`config.mk`:
```
export PLATFORM = sky130hd
export DESIGN_NAME = cheri_err_monitor_flat
export DESIGN_NICKNAME = d
export VERILOG_FILES = /design/src/rtl/cheri_err_monitor_if.sv /design/src/rtl/cheri_err_monitor.sv /design/src/flat_wrapper.sv
export SDC_FILE = /design/constraint.sdc
export NUM_CORES = 1
export LEC_CHECK = 0
export CAP_MARGIN = 20
export CELL_PAD_IN_SITES_DETAIL_PLACEMENT = 1
export CELL_PAD_IN_SITES_GLOBAL_PLACEMENT = 2
export CORE_MARGIN = 2
export CORE_UTILIZATION = 35
export DETAILED_ROUTE_END_ITERATION = 8
export PLACE_DENSITY_LB_ADDON = 0.3
export RECOVER_POWER = 50
export SLEW_MARGIN = 0
export SYNTH_ARGS = -nofsm -noshare
export SYNTH_HDL_FRONTEND = slang
export SYNTH_SLANG_ARGS = --single-unit
```
`constraint.sdc`:
```
create_clock -name clk_i -period 2.6 [get_ports clk_i]
set_clock_uncertainty 0.05 [all_clocks]
set_input_delay 0.52 -clock clk_i [delete_from_list [all_inputs] [get_ports clk_i]]
set_output_delay 0.52 -clock clk_i [all_outputs]
set_load 0.02 [all_outputs]
```
`src/rtl/cheri_err_monitor_if.sv`:
```
// -----------------------------------------------------------------------------
// cheri_err_monitor_if
//
// Event stream between the CHERI error monitor and its consumer (a DPI
// reporter or a debug register block). The head of the monitor's event FIFO
// is presented first-word-fall-through with a valid/ready handshake.
//
// Signals:
//   evt_valid     monitor -> consumer  FIFO head is valid
//   evt_ready     consumer -> monitor  consumer accepts the head this cycle
//   evt_mask      monitor -> consumer  channels whose first occurrence the head records
//   evt_ts        monitor -> consumer  timestamp of the head event
//   evt_overflow  monitor -> consumer  sticky: an event was dropped on a full FIFO
//
// Modports:
//   master  the monitor (drives the event, receives ready)
//   slave   the consumer
// -----------------------------------------------------------------------------
interface cheri_err_monitor_if #(
    parameter int unsigned NumErr  = 9,
    parameter int unsigned TsWidth = 32
);
    logic                evt_valid;
    logic                evt_ready;
    logic [NumErr-1:0]   evt_mask;
    logic [TsWidth-1:0]  evt_ts;
    logic                evt_overflow;

    modport master (
        output evt_valid,
        output evt_mask,
        output evt_ts,
        output evt_overflow,
        input  evt_ready
    );

    modport slave (
        input  evt_valid,
        input  evt_mask,
        input  evt_ts,
        input  evt_overflow,
        output evt_ready
    );
endinterface

```
`src/rtl/cheri_err_monitor.sv`:
```
// -----------------------------------------------------------------------------
// cheri_err_monitor
//
// CHERI exception monitor. Watches the (LED-modulated) cheri_err lines and
//   - detects rising edges per channel,
//   - keeps sticky first-occurrence flags and saturating per-channel counters,
//   - timestamps each first occurrence with a free-running counter,
//   - queues first-occurrence events in a small FIFO drained over evt_if.
//
// Ports:
//   clk_i        clock
//   rst_ni       asynchronous active-low reset
//   err_i        raw error lines (level, may toggle)
//   clear_i      synchronous clear of flags, counters, overflow and FIFO
//   errored_o    sticky "channel has errored" flags
//   count_o      per-channel rising-edge counts, channel e at [e*CntWidth +: CntWidth]
//   any_err_o    OR of errored_o
//   evt_if       event stream (master side): valid/ready, mask, ts, overflow
//
// Parameters:
//   NumErr     number of error channels
//   CntWidth   width of each saturating occurrence counter
//   TsWidth    width of the free-running timestamp
//   FifoDepth  event FIFO entries, power of two, >= 2
// -----------------------------------------------------------------------------
module cheri_err_monitor #(
    parameter int unsigned NumErr    = 9,
    parameter int unsigned CntWidth  = 16,
    parameter int unsigned TsWidth   = 32,
    parameter int unsigned FifoDepth = 4
) (
    input  logic                         clk_i,
    input  logic                         rst_ni,
    input  logic [NumErr-1:0]            err_i,
    input  logic                         clear_i,
    output logic [NumErr-1:0]            errored_o,
    output logic [NumErr*CntWidth-1:0]   count_o,
    output logic                         any_err_o,
    cheri_err_monitor_if.master          evt_if
);

    localparam int unsigned AddrW = $clog2(FifoDepth);
    // One extra pointer bit tells a full FIFO from an empty one.
    localparam int unsigned PtrW  = AddrW + 1;

    typedef struct packed {
        logic [NumErr-1:0]  mask;
        logic [TsWidth-1:0] ts;
    } evt_t;

    // ------------------------------------------------------------------
    // State
    // ------------------------------------------------------------------
    logic [TsWidth-1:0]  ts_q, ts_d;
    logic [NumErr-1:0]   err_q;
    logic [NumErr-1:0]   errored_q, errored_d;
    logic [CntWidth-1:0] cnt_q [NumErr];
    logic [CntWidth-1:0] cnt_d [NumErr];
    logic                ovf_q, ovf_d;
    logic [PtrW-1:0]     wr_ptr_q, wr_ptr_d;
    logic [PtrW-1:0]     rd_ptr_q, rd_ptr_d;
    evt_t                mem_q [FifoDepth];

    // ------------------------------------------------------------------
    // Combinational helpers
    // ------------------------------------------------------------------
    logic [NumErr-1:0] rise;
    logic [NumErr-1:0] first;
    logic              fifo_empty;
    logic              fifo_full;
    logic              pop;
    logic              push_req;
    logic              push;
    logic              mem_we;
    logic [AddrW-1:0]  wr_addr;
    logic [AddrW-1:0]  rd_addr;
    evt_t              head;

    assign wr_addr    = wr_ptr_q[AddrW-1:0];
    assign rd_addr    = rd_ptr_q[AddrW-1:0];
    assign fifo_empty = (wr_ptr_q == rd_ptr_q);
    assign fifo_full  = (wr_ptr_q[AddrW] != rd_ptr_q[AddrW]) &&
                        (wr_addr == rd_addr);

    // err_q resets to 0, so a line already high at reset release is a rise.
    assign rise     = err_i & ~err_q;
    assign first    = rise & ~errored_q;
    assign pop      = !fifo_empty && evt_if.evt_ready;
    assign push_req = |first;
    // A full FIFO still accepts the push when the head leaves the same cycle.
    assign push     = push_req && (!fifo_full || pop);

    // ------------------------------------------------------------------
    // Next-state logic
    // ------------------------------------------------------------------
    always_comb begin
        // NOTE: every always_comb output gets a default first so that no path
        // leaves it unassigned; an unassigned path would infer a latch.
        ts_d      = ts_q + TsWidth'(1);
        errored_d = errored_q;
        cnt_d     = cnt_q;
        ovf_d     = ovf_q;
        wr_ptr_d  = wr_ptr_q;
        rd_ptr_d  = rd_ptr_q;
        mem_we    = 1'b0;

        if (clear_i) begin
            // Clear wins over every update in its cycle; the timestamp keeps
            // running and err_q still samples err_i.
            errored_d = '0;
            ovf_d     = 1'b0;
            wr_ptr_d  = '0;
            rd_ptr_d  = '0;
            for (int e = 0; e < int'(NumErr); e++) begin
                cnt_d[e] = '0;
            end
        end else begin
            for (int e = 0; e < int'(NumErr); e++) begin
                if (rise[e] && (cnt_q[e] != {CntWidth{1'b1}})) begin
                    cnt_d[e] = cnt_q[e] + CntWidth'(1);
                end
            end

            // Flags and counters update even when the event itself is dropped.
            errored_d = errored_q | first;

            if (pop) begin
                rd_ptr_d = rd_ptr_q + PtrW'(1);
            end

            if (push) begin
                wr_ptr_d = wr_ptr_q + PtrW'(1);
                mem_we   = 1'b1;
            end else if (push_req) begin
                ovf_d = 1'b1;
            end
        end
    end

    // ------------------------------------------------------------------
    // Registers
    // ------------------------------------------------------------------
    always_ff @(posedge clk_i or negedge rst_ni) begin
        // NOTE: state is written with non-blocking assignments so every
        // register samples the pre-edge values, independent of block order.
        if (!rst_ni) begin
            ts_q      <= '0;
            err_q     <= '0;
            errored_q <= '0;
            ovf_q     <= 1'b0;
            wr_ptr_q  <= '0;
            rd_ptr_q  <= '0;
            for (int e = 0; e < int'(NumErr); e++) begin
                cnt_q[e] <= '0;
            end
        end else begin
            ts_q      <= ts_d;
            err_q     <= err_i;
            errored_q <= errored_d;
            ovf_q     <= ovf_d;
            wr_ptr_q  <= wr_ptr_d;
            rd_ptr_q  <= rd_ptr_d;
            cnt_q     <= cnt_d;
        end
    end

    // NOTE: the FIFO storage has no reset; it is only ever read through the
    // valid-gated head below, so stale contents never reach an output and
    // the array can map onto plain flops or distributed RAM.
    always_ff @(posedge clk_i) begin
        if (mem_we) begin
            mem_q[wr_addr] <= '{mask: first, ts: ts_q};
        end
    end

    // ------------------------------------------------------------------
    // Outputs
    // ------------------------------------------------------------------
    assign head = mem_q[rd_addr];

    assign errored_o = errored_q;
    assign any_err_o = |errored_q;

    always_comb begin
        count_o = '0;
        for (int e = 0; e < int'(NumErr); e++) begin
            count_o[e*CntWidth +: CntWidth] = cnt_q[e];
        end
    end

    // Head fields read as zero while empty so reset and clear show all-zero.
    assign evt_if.evt_valid    = !fifo_empty;
    assign evt_if.evt_mask     = fifo_empty ? '0 : head.mask;
    assign evt_if.evt_ts       = fifo_empty ? '0 : head.ts;
    assign evt_if.evt_overflow = ovf_q;

endmodule
```
`src/flat_wrapper.sv`:
```
// flat-port wrapper written by rule: the top's interface ports become plain ports
module cheri_err_monitor_flat 
#(
    parameter int unsigned NumErr    = 9,
    parameter int unsigned CntWidth  = 16,
    parameter int unsigned TsWidth   = 32,
    parameter int unsigned FifoDepth = 4
)
  (clk_i, rst_ni, err_i, clear_i, errored_o, count_o, any_err_o, evt_if_evt_valid, evt_if_evt_mask, evt_if_evt_ts, evt_if_evt_overflow, evt_if_evt_ready);
  cheri_err_monitor_if #(.NumErr(NumErr), .TsWidth(TsWidth)) evt_if_i ();
  input  logic clk_i;
  input  logic rst_ni;
  input  logic [NumErr-1:0] err_i;
  input  logic clear_i;
  output logic [NumErr-1:0] errored_o;
  output logic [NumErr*CntWidth-1:0] count_o;
  output logic any_err_o;
  output wire logic [$bits(evt_if_i.evt_valid)-1:0] evt_if_evt_valid;
  output wire logic [$bits(evt_if_i.evt_mask)-1:0] evt_if_evt_mask;
  output wire logic [$bits(evt_if_i.evt_ts)-1:0] evt_if_evt_ts;
  output wire logic [$bits(evt_if_i.evt_overflow)-1:0] evt_if_evt_overflow;
  input wire logic [$bits(evt_if_i.evt_ready)-1:0] evt_if_evt_ready;
  assign evt_if_evt_valid = evt_if_i.evt_valid;
  assign evt_if_evt_mask = evt_if_i.evt_mask;
  assign evt_if_evt_ts = evt_if_i.evt_ts;
  assign evt_if_evt_overflow = evt_if_i.evt_overflow;
  assign evt_if_i.evt_ready = evt_if_evt_ready;
  cheri_err_monitor #(.NumErr(NumErr), .CntWidth(CntWidth), .TsWidth(TsWidth), .FifoDepth(FifoDepth)) u_core (.clk_i(clk_i), .rst_ni(rst_ni), .err_i(err_i), .clear_i(clear_i), .errored_o(errored_o), .count_o(count_o), .any_err_o(any_err_o), .evt_if(evt_if_i));
endmodule
```
==> flow_summary.ini <==
[setup_path]
r2r_end = u_core.mem_q[0][0]
start_kind = flop
cpPeakStageDelay_ns = 0.56
end_kind = output pin
path_cells = buf_6 > buf_12 > mux4_2 > and2_4 > buf_6
worstPathMaxFanout = 7
rr_worst_depth = 7
slowest_stage = mux4_2
r2r-start = u_core.errored_o[1]
worstSetupPathType = reg -> out
crit_required_ns = 2.03
crit_path_start = u_core.rd_ptr_q[0]
crit_arrival_ns = 2.12
reg2reg_slack_ns = 0.36
cpMostUsedCell = buf_6

[floorplanning]
core_um2 = 46500
rows = 79
io_pins = 210
start_util_pct = 35.3
die_w_um = 221
die_h_um = 221
die-area_um2 = 48600

[power]
power.leakage_nw = 8.09
powerDensity_nw_per_um2 = 802
vdd_drop_max_v = 0.000668
fin_total_pwr_mw = 17.1

[hold_path]
holdCritPathClass = in -> reg
min-delay-start = clear_i
min_to = u_core.count_o[118]
whs_path_depth = 2

[clocking]
clock_path_buffers = 3
cts_root_buf = clkbuf_16
clk_pin_slew_worst_paths_ns = 0.06
cts.sinks = 365
htreeDepth = 2
clk_latency_ns = 0.56
tritoncts = done
cts_made_buffers = 42

[detailed_routing]
wl_per_cell_um = 20.4
first_pass_iters = 4
routed_wl_mm = 44.6
via_count = 11200
postRouteAntennaNets = 0
drt-initial-drc-count = 441
drc = 0
drt-vias-per-instance = 5.11

[logic_synthesis]
ys_seq_area_share_pct = 60.7
ys_types = 69
ys_ff_latch = 365
synth_nets = 1296
yosys_warnings = 0
synth_ff_type = dfrtp_1
synth_top_area_share_pct = 30.6
avgSynthCellArea_um2 = 12.9
synth_edf_count = 164
synth_area_um2 = 16400
syn_inst = 1268
synthTopCellsByArea = dfrtp_1, edfxtp_1, mux4_2, xnor2_1, nor2_1
async_flop_share_pct = 55.1
yosysTopAreaCell = dfrtp_1

[global_route]
antenna_found_initial = 3
grt_pass1_vias = 12200
grt_pass1_wl_mm = 70.8
grt-ovfl-total = 0
grt_use_total_pct = 18.8
grt_max_degree = 58

[placed_design]
port_buffers = 209
gp_congestion = 0.799
hpwlAfterDp_mm = 30.1

[run_status]
status = finished with violations
violations = max-capacitance violations, max-slew violations, negative setup slack

[sta]
setup_viol = 41
period_share_pct = 103
fin_ws_ns = -0.0898
slew_headroom_pct = -10.1
rsz0062_at_grt = true
fmax_ghz = 0.372
slew_viol_final = 55
worst_slew_pin_slew_ns = 1.65
fin_crit_ns = 2.69
hold_viol_final = 0

[final_layout]
fillers = 4826
final_common_cell = dfrtp_1
utilization_pct = 45.8
drive_above_1_share_pct = 17.7
syn_to_final_growth_pct = 29.7
final_cell_mix = dfrtp_1, nor2_1, edfxtp_1
fin_nets = 1573

[job]
max_cap_viol_count = 1
==> sequential cells by signal, indices dropped and copies added, names as in the netlist <==
name / count
u_core.rd_ptr_q: 3
u_core.ts_q: 32
u_core.mem_q: 164
u_core.count_o: 144
u_core.wr_ptr_q: 3
u_core.evt_if.evt_overflow: 1
u_core.errored_o: 9
u_core.err_q: 9
==> per-layer routing <==
metal | vias to the layer above | GRT usage (%) | wire length (µm)
met5 | - | 0 | 13
met4 | 2 | 4.64 | 901
met3 | 63 | 5.47 | 2660
met2 | 194 | 31.5 | 21800
met1 | 5715 | 24.0 | 19200
li1 | 5207 | - | -
==> how the worst max path moves through the flow <==
stage	to	slack [ns]	depth (start not counted)
after global routing	evt_if_evt_mask[1]	-0.19	5
after detailed placement	u_core.mem_q[2][16]	-0.17	7
final	evt_if_evt_ts[31]	-0.09	5
after global placement	u_core.mem_q[2][16]	-0.13	7
after CTS	evt_if_evt_ts[29]	-0.15	6
after floorplan	u_core.mem_q[0][0]	0.21	4
==> Yosys cell counts, drive strengths merged, types with 2 or more instances <==
cell and instances:
ha 15, dfrtp 201, clkbuf 27, or2 3
and2b 2, nand2b 8, nand2 54, and4 23
mux4 41, and3 24, edfxtp 164, o2111ai 4
nor4b 3, a311oi 2, or4 3, nor3b 13
a211oi 9, or3 9, and3b 4, nand4 51
nor2b 9, o211ai 6, buf 14, xnor2 79
o21ai 20, inv 15, and4bb 2, nor3 35
nand4b 5, a31oi 7, nor4 15, nand3 60
nor2 164, a21oi 36, a2111oi 4, xor2 64
mux2i 12, o21bai 2, and2 48
==> what timing repair did <==
action	CTS	global route
endpoints found under the setup margin	43	43
endpoints found under the hold margin	48	0
buffers inserted	5	0
cloned	4	0
resized for setup	308	1
pin swaps	41	0
hold buffers	1	0
==> power by group <==
part | switching (mW) | internal (mW) | leakage [nW]
logic | 2.06 | 2.37 | 3.18
clock network | 2.44 | 3.75 | 0.716
registers | 0.135 | 6.33 | 4.20
==> per-stage QoR <==
stage / hold slack, ns / cells / cell area, µm² / setup slack (ns) / setup TNS [ns]
after floorplan: 0.174 / 1268 / 16400 / 0.209 / 0
after detailed placement: 0.443 / 2100 / 19700 / -0.168 / -24.80
after global placement: 0.438 / 2100 / 19700 / -0.131 / -19.54
final: 0.294 / 2188 / 21300 / -0.0898 / -2.24
after global routing: 0.289 / 2187 / 21300 / -0.188 / -8.27
after CTS: 0.262 / 2187 / 21500 / -0.151 / -3.95
==> cell type report <==
class	instances	area, µm²	area share, %
Sequential cell	365	9960	46.8
Multi-Input combinational cell	847	6270	29.5
Timing Repair Buffer	274	2800	13.1
Clock buffer	55	1160	5.45
Tap cell	607	759	3.57
Clock inverter	23	284	1.33
Inverter	15	56.3	0.264
Antenna cell	2	5.00	0.0235
==> kinds of logic after synthesis <==
| group | count (synthesis) | share of synthesized area, % |
|---|---|---|
| AO/OA/AOI/OAI | 99 | 4.15 |
| AND/OR/NAND/NOR | 537 | 18.6 |
| multiplexers | 53 | 6.36 |
| adder cells (fa/ha/maj) | 15 | 1.14 |
| buffers and inverters | 56 | 1.46 |
| XOR/XNOR | 143 | 7.63 |
| flip-flops | 365 | 60.7 |
==> critical path: cells and delay by family (launching register included) <==
kind	cells	cell delay, ns
muxes	1	0.56
DFF	1	0.43
buffers and inverters	3	0.39
and+or+nand+nor	1	0.17
Note: power is estimated with default switching activity, not from simulation.
